==> config.mk <==
export PLATFORM = sky130hd
export DESIGN_NAME = mem_bus_ctrl
export DESIGN_NICKNAME = d
export VERILOG_FILES = /design/src/rtl/mem_bus_ctrl.sv
export SDC_FILE = /design/constraint.sdc
export NUM_CORES = 1
export LEC_CHECK = 0
export ABC_CLOCK_PERIOD_IN_PS = 4730
export CORE_ASPECT_RATIO = 2
export CORE_MARGIN = 2
export CORE_UTILIZATION = 42
export DETAILED_ROUTE_END_ITERATION = 8
export GPL_ROUTABILITY_DRIVEN = 0
export PLACE_DENSITY_LB_ADDON = 0.15
export SLEW_MARGIN = 0
export SYNTH_ARGS = -nofsm -noshare
export SYNTH_HDL_FRONTEND = slang
export SYNTH_SLANG_ARGS = --single-unit
==> constraint.sdc <==
create_clock -name clk -period 4.73 [get_ports clk]
set_clock_uncertainty 0.1 [all_clocks]
set_input_delay 0.7095 -clock clk [delete_from_list [all_inputs] [get_ports clk]]
set_output_delay 0.7095 -clock clk [all_outputs]
set_load 0.01 [all_outputs]
==> src/rtl/mem_bus_ctrl.sv <==
// mem_bus_ctrl: request/ready memory-bus controller between the core memory port and a
// synchronous RAM. It adds configurable read wait states, trapping of out-of-range or
// conflicting requests, an acceptance hold, and saturating good-read/good-write counters.
module mem_bus_ctrl #(
  parameter int unsigned DATA_W      = 32,
  parameter int unsigned ADDR_W      = 9,
  parameter int unsigned WAIT_STATES = 0,
  parameter int unsigned CNT_W       = 16
) (
  input  logic              clk,
  input  logic              reset,
  input  logic              hold,
  input  logic              req_read,
  input  logic              req_write,
  input  logic [31:0]       req_addr,
  input  logic [DATA_W-1:0] req_wdata,
  output logic [DATA_W-1:0] req_rdata,
  output logic              req_ready,
  output logic              busy,
  output logic              addr_err,
  input  logic              err_clr,
  output logic [ADDR_W-1:0] mem_addr,
  output logic [DATA_W-1:0] mem_wdata,
  output logic              mem_re,
  output logic              mem_we,
  input  logic [DATA_W-1:0] mem_rdata,
  output logic [CNT_W-1:0]  rd_count,
  output logic [CNT_W-1:0]  wr_count
);

  localparam int unsigned REQ_ADDR_W = 32;
  localparam int unsigned WCNT_W     = 4;

  typedef enum logic [1:0] {S_IDLE, S_ACCESS, S_WAIT, S_DONE} state_t;

  state_t            state;
  logic [WCNT_W-1:0] wcnt;
  logic              lat_read;
  logic              lat_bad;
  logic              req_bad_c;

  // A request is bad if it addresses beyond the RAM or asks for read and write at once
  assign req_bad_c = (req_addr[REQ_ADDR_W-1:ADDR_W] != '0) || (req_read && req_write);

  // Busy is decoded directly from the state register
  assign busy = (state != S_IDLE);

  // Access sequencer: accept, strobe RAM for one cycle, wait out latency, complete
  always_ff @(posedge clk or posedge reset) begin
    if (reset) begin
      state     <= S_IDLE;
      wcnt      <= '0;
      lat_read  <= 1'b0;
      lat_bad   <= 1'b0;
      req_rdata <= '0;
      req_ready <= 1'b0;
      addr_err  <= 1'b0;
      mem_addr  <= '0;
      mem_wdata <= '0;
      mem_re    <= 1'b0;
      mem_we    <= 1'b0;
      rd_count  <= '0;
      wr_count  <= '0;
    end else begin
      req_ready <= 1'b0;
      mem_re    <= 1'b0;
      mem_we    <= 1'b0;
      // A clear in the same cycle as a new error loses: the set below overrides it
      if (err_clr) addr_err <= 1'b0;

      case (state)
        S_IDLE: begin
          if (!hold && (req_read || req_write)) begin
            mem_addr  <= req_addr[ADDR_W-1:0];
            mem_wdata <= req_wdata;
            lat_read  <= req_read;
            lat_bad   <= req_bad_c;
            mem_re    <= req_read  && !req_bad_c;
            mem_we    <= req_write && !req_bad_c;
            state     <= S_ACCESS;
          end
        end
        S_ACCESS: begin
          wcnt  <= WCNT_W'(WAIT_STATES);
          state <= S_WAIT;
        end
        S_WAIT: begin
          if (wcnt == '0) begin
            state     <= S_DONE;
            req_ready <= 1'b1;
            if (lat_bad) begin
              addr_err  <= 1'b1;
              req_rdata <= '0;
            end else if (lat_read) begin
              req_rdata <= mem_rdata;
              if (rd_count != '1) rd_count <= rd_count + CNT_W'(1);
            end else begin
              if (wr_count != '1) wr_count <= wr_count + CNT_W'(1);
            end
          end else begin
            wcnt <= wcnt - WCNT_W'(1);
          end
        end
        S_DONE: begin
          state <= S_IDLE;
        end
        default: begin
          state <= S_IDLE;
        end
      endcase
    end
  end

endmodule

==> summary.txt <==
Yosys
  – YS warnings: 0
  – Post-synthesis sequential area ratio: roughly three fifths
  – Post-synthesis net count: approximately 480
  – Post-synth EDFFs: 0
  – Ys async rst share: between 90% and 100%
  – Post-synthesis xor/xnor area fraction: roughly 5.0%
  – Syn Area/Cell: roughly 13 um2
  – Synth Area in Compound Gates: a little under a tenth
  – Library cells used by synthesis: 45
  – Post-synthesis cell count: ~370
  – Post-synthesis adder-cell area fraction: 1.80%
  – Simple-gate share of the synthesized area: about a tenth
  – Mapped cell area: 4870 um2
  – Yosys reg bits: about 120
  – Top_reg_cell synth: dfrtp_1
  – Largest family of logic cells by synthesized area: simple AND/OR/NAND/NOR gates
  – Mux contribution to synthesized area: about a tenth

Clock network
  – H-tree depth: 4
  – Worst-Skew Late Latency: ~410 ps
  – CTS tree: yes
  – CTS Buf Count: 17
  – Root Driver: clkbuf_16
  – CTS Buffer Depth: 2
  – CTS sink cnt: 117
  – Post_cts resized: 0
  – Hold_buf cts: 0
  – # Post-CTS Setup Buffers: 0
  – Clock transition at the registers of the reported paths: roughly 60 ps

Power
  – Sequential power share: a little over a third
  – Net Sw Frac: ~28%
  – Pleak: 3.35 nW
  – Clk pwr share: a little over a third
  – Power Internal: between 2 and 3 mW
  – Gate power share: between 20% and 30%
  – Max VDD drop: 0.319 mV
  – Pwr dens: 470 nW/um2
  – NetSw: between 1 and 1.5 mW

Placed design
  – Port Buf Inserts: 211
  – Dpl cells: slightly above 700
  – HPWL after DPL: a little under 10 mm

Worst setup path
  – Critical-path top delay cell: and2_2
  – CP Capture Type: flop
  – Largest stage delay, worst path: ~700 ps
  – Reg2reg start: state[0]
  – WS Path Type: reg -> reg
  – CP startpoint kind: flop
  – Reg2reg end: rd_count[1]
  – Reg2reg path depth: 7
  – CP Data Arrival Time: approximately 2800 ps
  – Crit path to: rd_count[1]
  – Worst Setup SP: state[0]
  – Reg2Reg Setup Slack: 2110 ps
  – CP required: ~5000 ps
  – Crit-path cells: inv_1 > ha_1 > nand4bb_1 > clkinv_1 > and2_2 > o21ai_4 > mux2_1
  – Crit-path max FO: 37

Drt
  – Final WL: 13.3 mm
  – DRC viols: 0
  – Via density: approximately 5.2
  – Via count: around 3900
  – Antenna-violating nets left: 0
  – Drt initial violations: just under 100
  – Drt pass-1 iters: 4
  – Routed len/inst: about 18 um

Timing
  – Max Freq: about 380 MHz
  – Measured slew at the worst slew-check pin: around 1100 ps
  – Worst slew margin: between 20% and 30%
  – Fin Setup TNS: 0 ps
  – Post-layout min period: roughly 2600 ps
  – Max Slew Vio Count: 0
  – Final Hold Viols: 0
  – RSZ-0062 raised after global routing: false
  – Worst hold slack: 401 ps
  – Crit share post-route: between 50% and 60%
  – # setup viols final: 0

Finish
  – Area delta synth->final: 58.0%
  – Share of layout cells above drive strength 1: between 10% and 20%
  – Area taken by flip-flops and latches: roughly 3000 um2
  – Fin cells: roughly 740
  – Fillers: 884
  – Multi-input logic area: between 1500 and 2000 um2
  – Fin nets: a little under 700

Flow run
  – Max-cap viol count: 0

Floorplanning
  – DIE HEIGHT: 156 um
  – Core area: between 10000 and 15000 um2
  – Row count: 55
  – Die X: 80.1 um
  – Initial Util: between 40% and 50%
  – Die footprint: around 13000 um2
  – Top Ports: 212

Global route
  – Number of global-route vias before repair: around 4100
  – GR Util All Layers: between 20% and 30%
  – Grt total ovfl: 0
  – Antenna violations before repair: 0
  – Largest net degree at the start of global routing: 93
  – First-pass GRT wire length: approximately 21 mm

Outcome
  – Status: finished clean

Worst hold path
  – Worst min-delay path class: reg -> reg
## registers in the layout, indices dropped and copies added, names as in the netlist, 2 cells and up
name,flops
wcnt,4
rd_count,16
mem_addr,9
wr_count,16
req_rdata,32
state,2
mem_wdata,32
## worst max-delay path: cells and delay by family, from the launching register on
kind	cells	cell delay, ps
and+or+nand+nor	2	920
DFF	1	400
muxes	1	340
buffers and inverters	2	330
adders and majority gates	1	280
AOI/OAI and AO/OA	1	120
## cell families (layout without fill, tap and decap cells)
kind of cell / after synthesis / after routing
flops: 117 / 117
simple gates: 88 / 88
compound gates: 57 / 57
mux: 46 / 46
xor+xnor: 28 / 28
buf+inv: 25 / 256
fa+ha+maj: 7 / 7
other cells: 0 / 1
## metal layers
metal / global-route usage [%] / wire, um / vias up / share of wire (%)
met1: 23.2 / 4760 / 1885 / 36
met3: 6.86 / 905 / 28 / 6.8
met5: 0 / 0 / - / 0
met2: 37.9 / 7210 / 165 / 54
li1: - / - / 1784 / -
met4: 10.7 / 457 / 0 / 3.4
## layout by cell type (no fill, tap or decap), types with 3 or more instances in the layout
cell             instances
a22o_1                  32
and4_1                   5
clkbuf_16               17
clkdlybuf4s50_1        211
clkinv_4                 3
dfrtp_1                117
ha_1                     7
inv_1                    9
inv_6                    7
mux2_2                  45
nand2_1                 14
nand3_1                  6
nand4_1                 11
nor2_1                   9
nor3_1                  12
nor3b_1                  3
nor4_1                  10
o21ai_0                 10
xnor2_1                 10
xor2_1                  18
## power groups by stage
| stage | combinational (mW) | clock [mW] | sequential [mW] |
|---|---|---|---|
| finish | 1.01 | 1.29 | 1.31 |
| global route | 1.09 | 1.36 | 1.34 |
| CTS | 1.03 | 1.31 | 1.32 |
| detailed placement | 1.02 | 0 | 1.33 |
| global placement | 1.01 | 0 | 1.32 |
| floorplan | 0.358 | 0 | 1.41 |
## cells in the mapped netlist (2+ instances only)
cell type / n / share of area (%)
xnor2_1: 10 / 1.8
and3_2: 2 / 0.31
ha_1: 7 / 1.8
nand2_1: 14 / 1.1
nor4_1: 10 / 1.3
mux2_2: 45 / 10
inv_1: 10 / 0.77
buf_2: 10 / 1.0
nor2_1: 9 / 0.69
a21oi_1: 2 / 0.21
nand3_1: 6 / 0.62
o21ai_0: 10 / 1.0
and2_2: 2 / 0.31
nand4_1: 11 / 1.4
nand2b_1: 2 / 0.26
clkbuf_1: 2 / 0.15
xor2_1: 18 / 3.2
or4_4: 2 / 0.46
o21bai_1: 2 / 0.31
nor3b_1: 3 / 0.46
dfrtp_1: 117 / 60
a22o_1: 32 / 5.8
o211ai_1: 2 / 0.31
o2111ai_1: 2 / 0.36
and2_1: 2 / 0.26
nor2b_1: 2 / 0.26
and4_1: 5 / 0.90
nor3_1: 12 / 1.2
## metrics by stage
| stage | utilization (%) | cell area [um2] | setup slack, ps | power (mW) |
|---|---|---|---|---|
| CTS | 68.1 | 7690 | 2110 | 3.65 |
| global placement | 62.9 | 7100 | 1900 | 2.33 |
| finish | 68.2 | 7690 | 2110 | 3.62 |
| detailed placement | 62.9 | 7100 | 1860 | 2.35 |
| floorplan | - | 4870 | 820 | 1.76 |
| global route | 68.1 | 7690 | 1870 | 3.79 |
## cell type report
class / count / share of cell area (%)
Clock inverter: 15 / 2.18
Timing Repair Buffer: 213 / 27.7
Inverter: 11 / 0.569
Tap cell: 142 / 2.31
Antenna cell: 1 / 0.0325
Sequential cell: 117 / 38.1
Multi-Input combinational cell: 226 / 23.7
Clock buffer: 17 / 5.53
## how the worst min path moves through the flow
stage / from / endpoint / cells after the start
after floorplan: wcnt[0] / wcnt[0] / 1
after global placement: req_rdata[19] / req_rdata[19] / 1
after detailed placement: req_rdata[29] / req_rdata[29] / 1
after CTS: mem_addr[7] / mem_addr[7] / 1
after global routing: mem_wdata[0] / mem_wdata[0] / 1
final: mem_addr[7] / mem_addr[7] / 1
(Power assumes the default switching activity.)
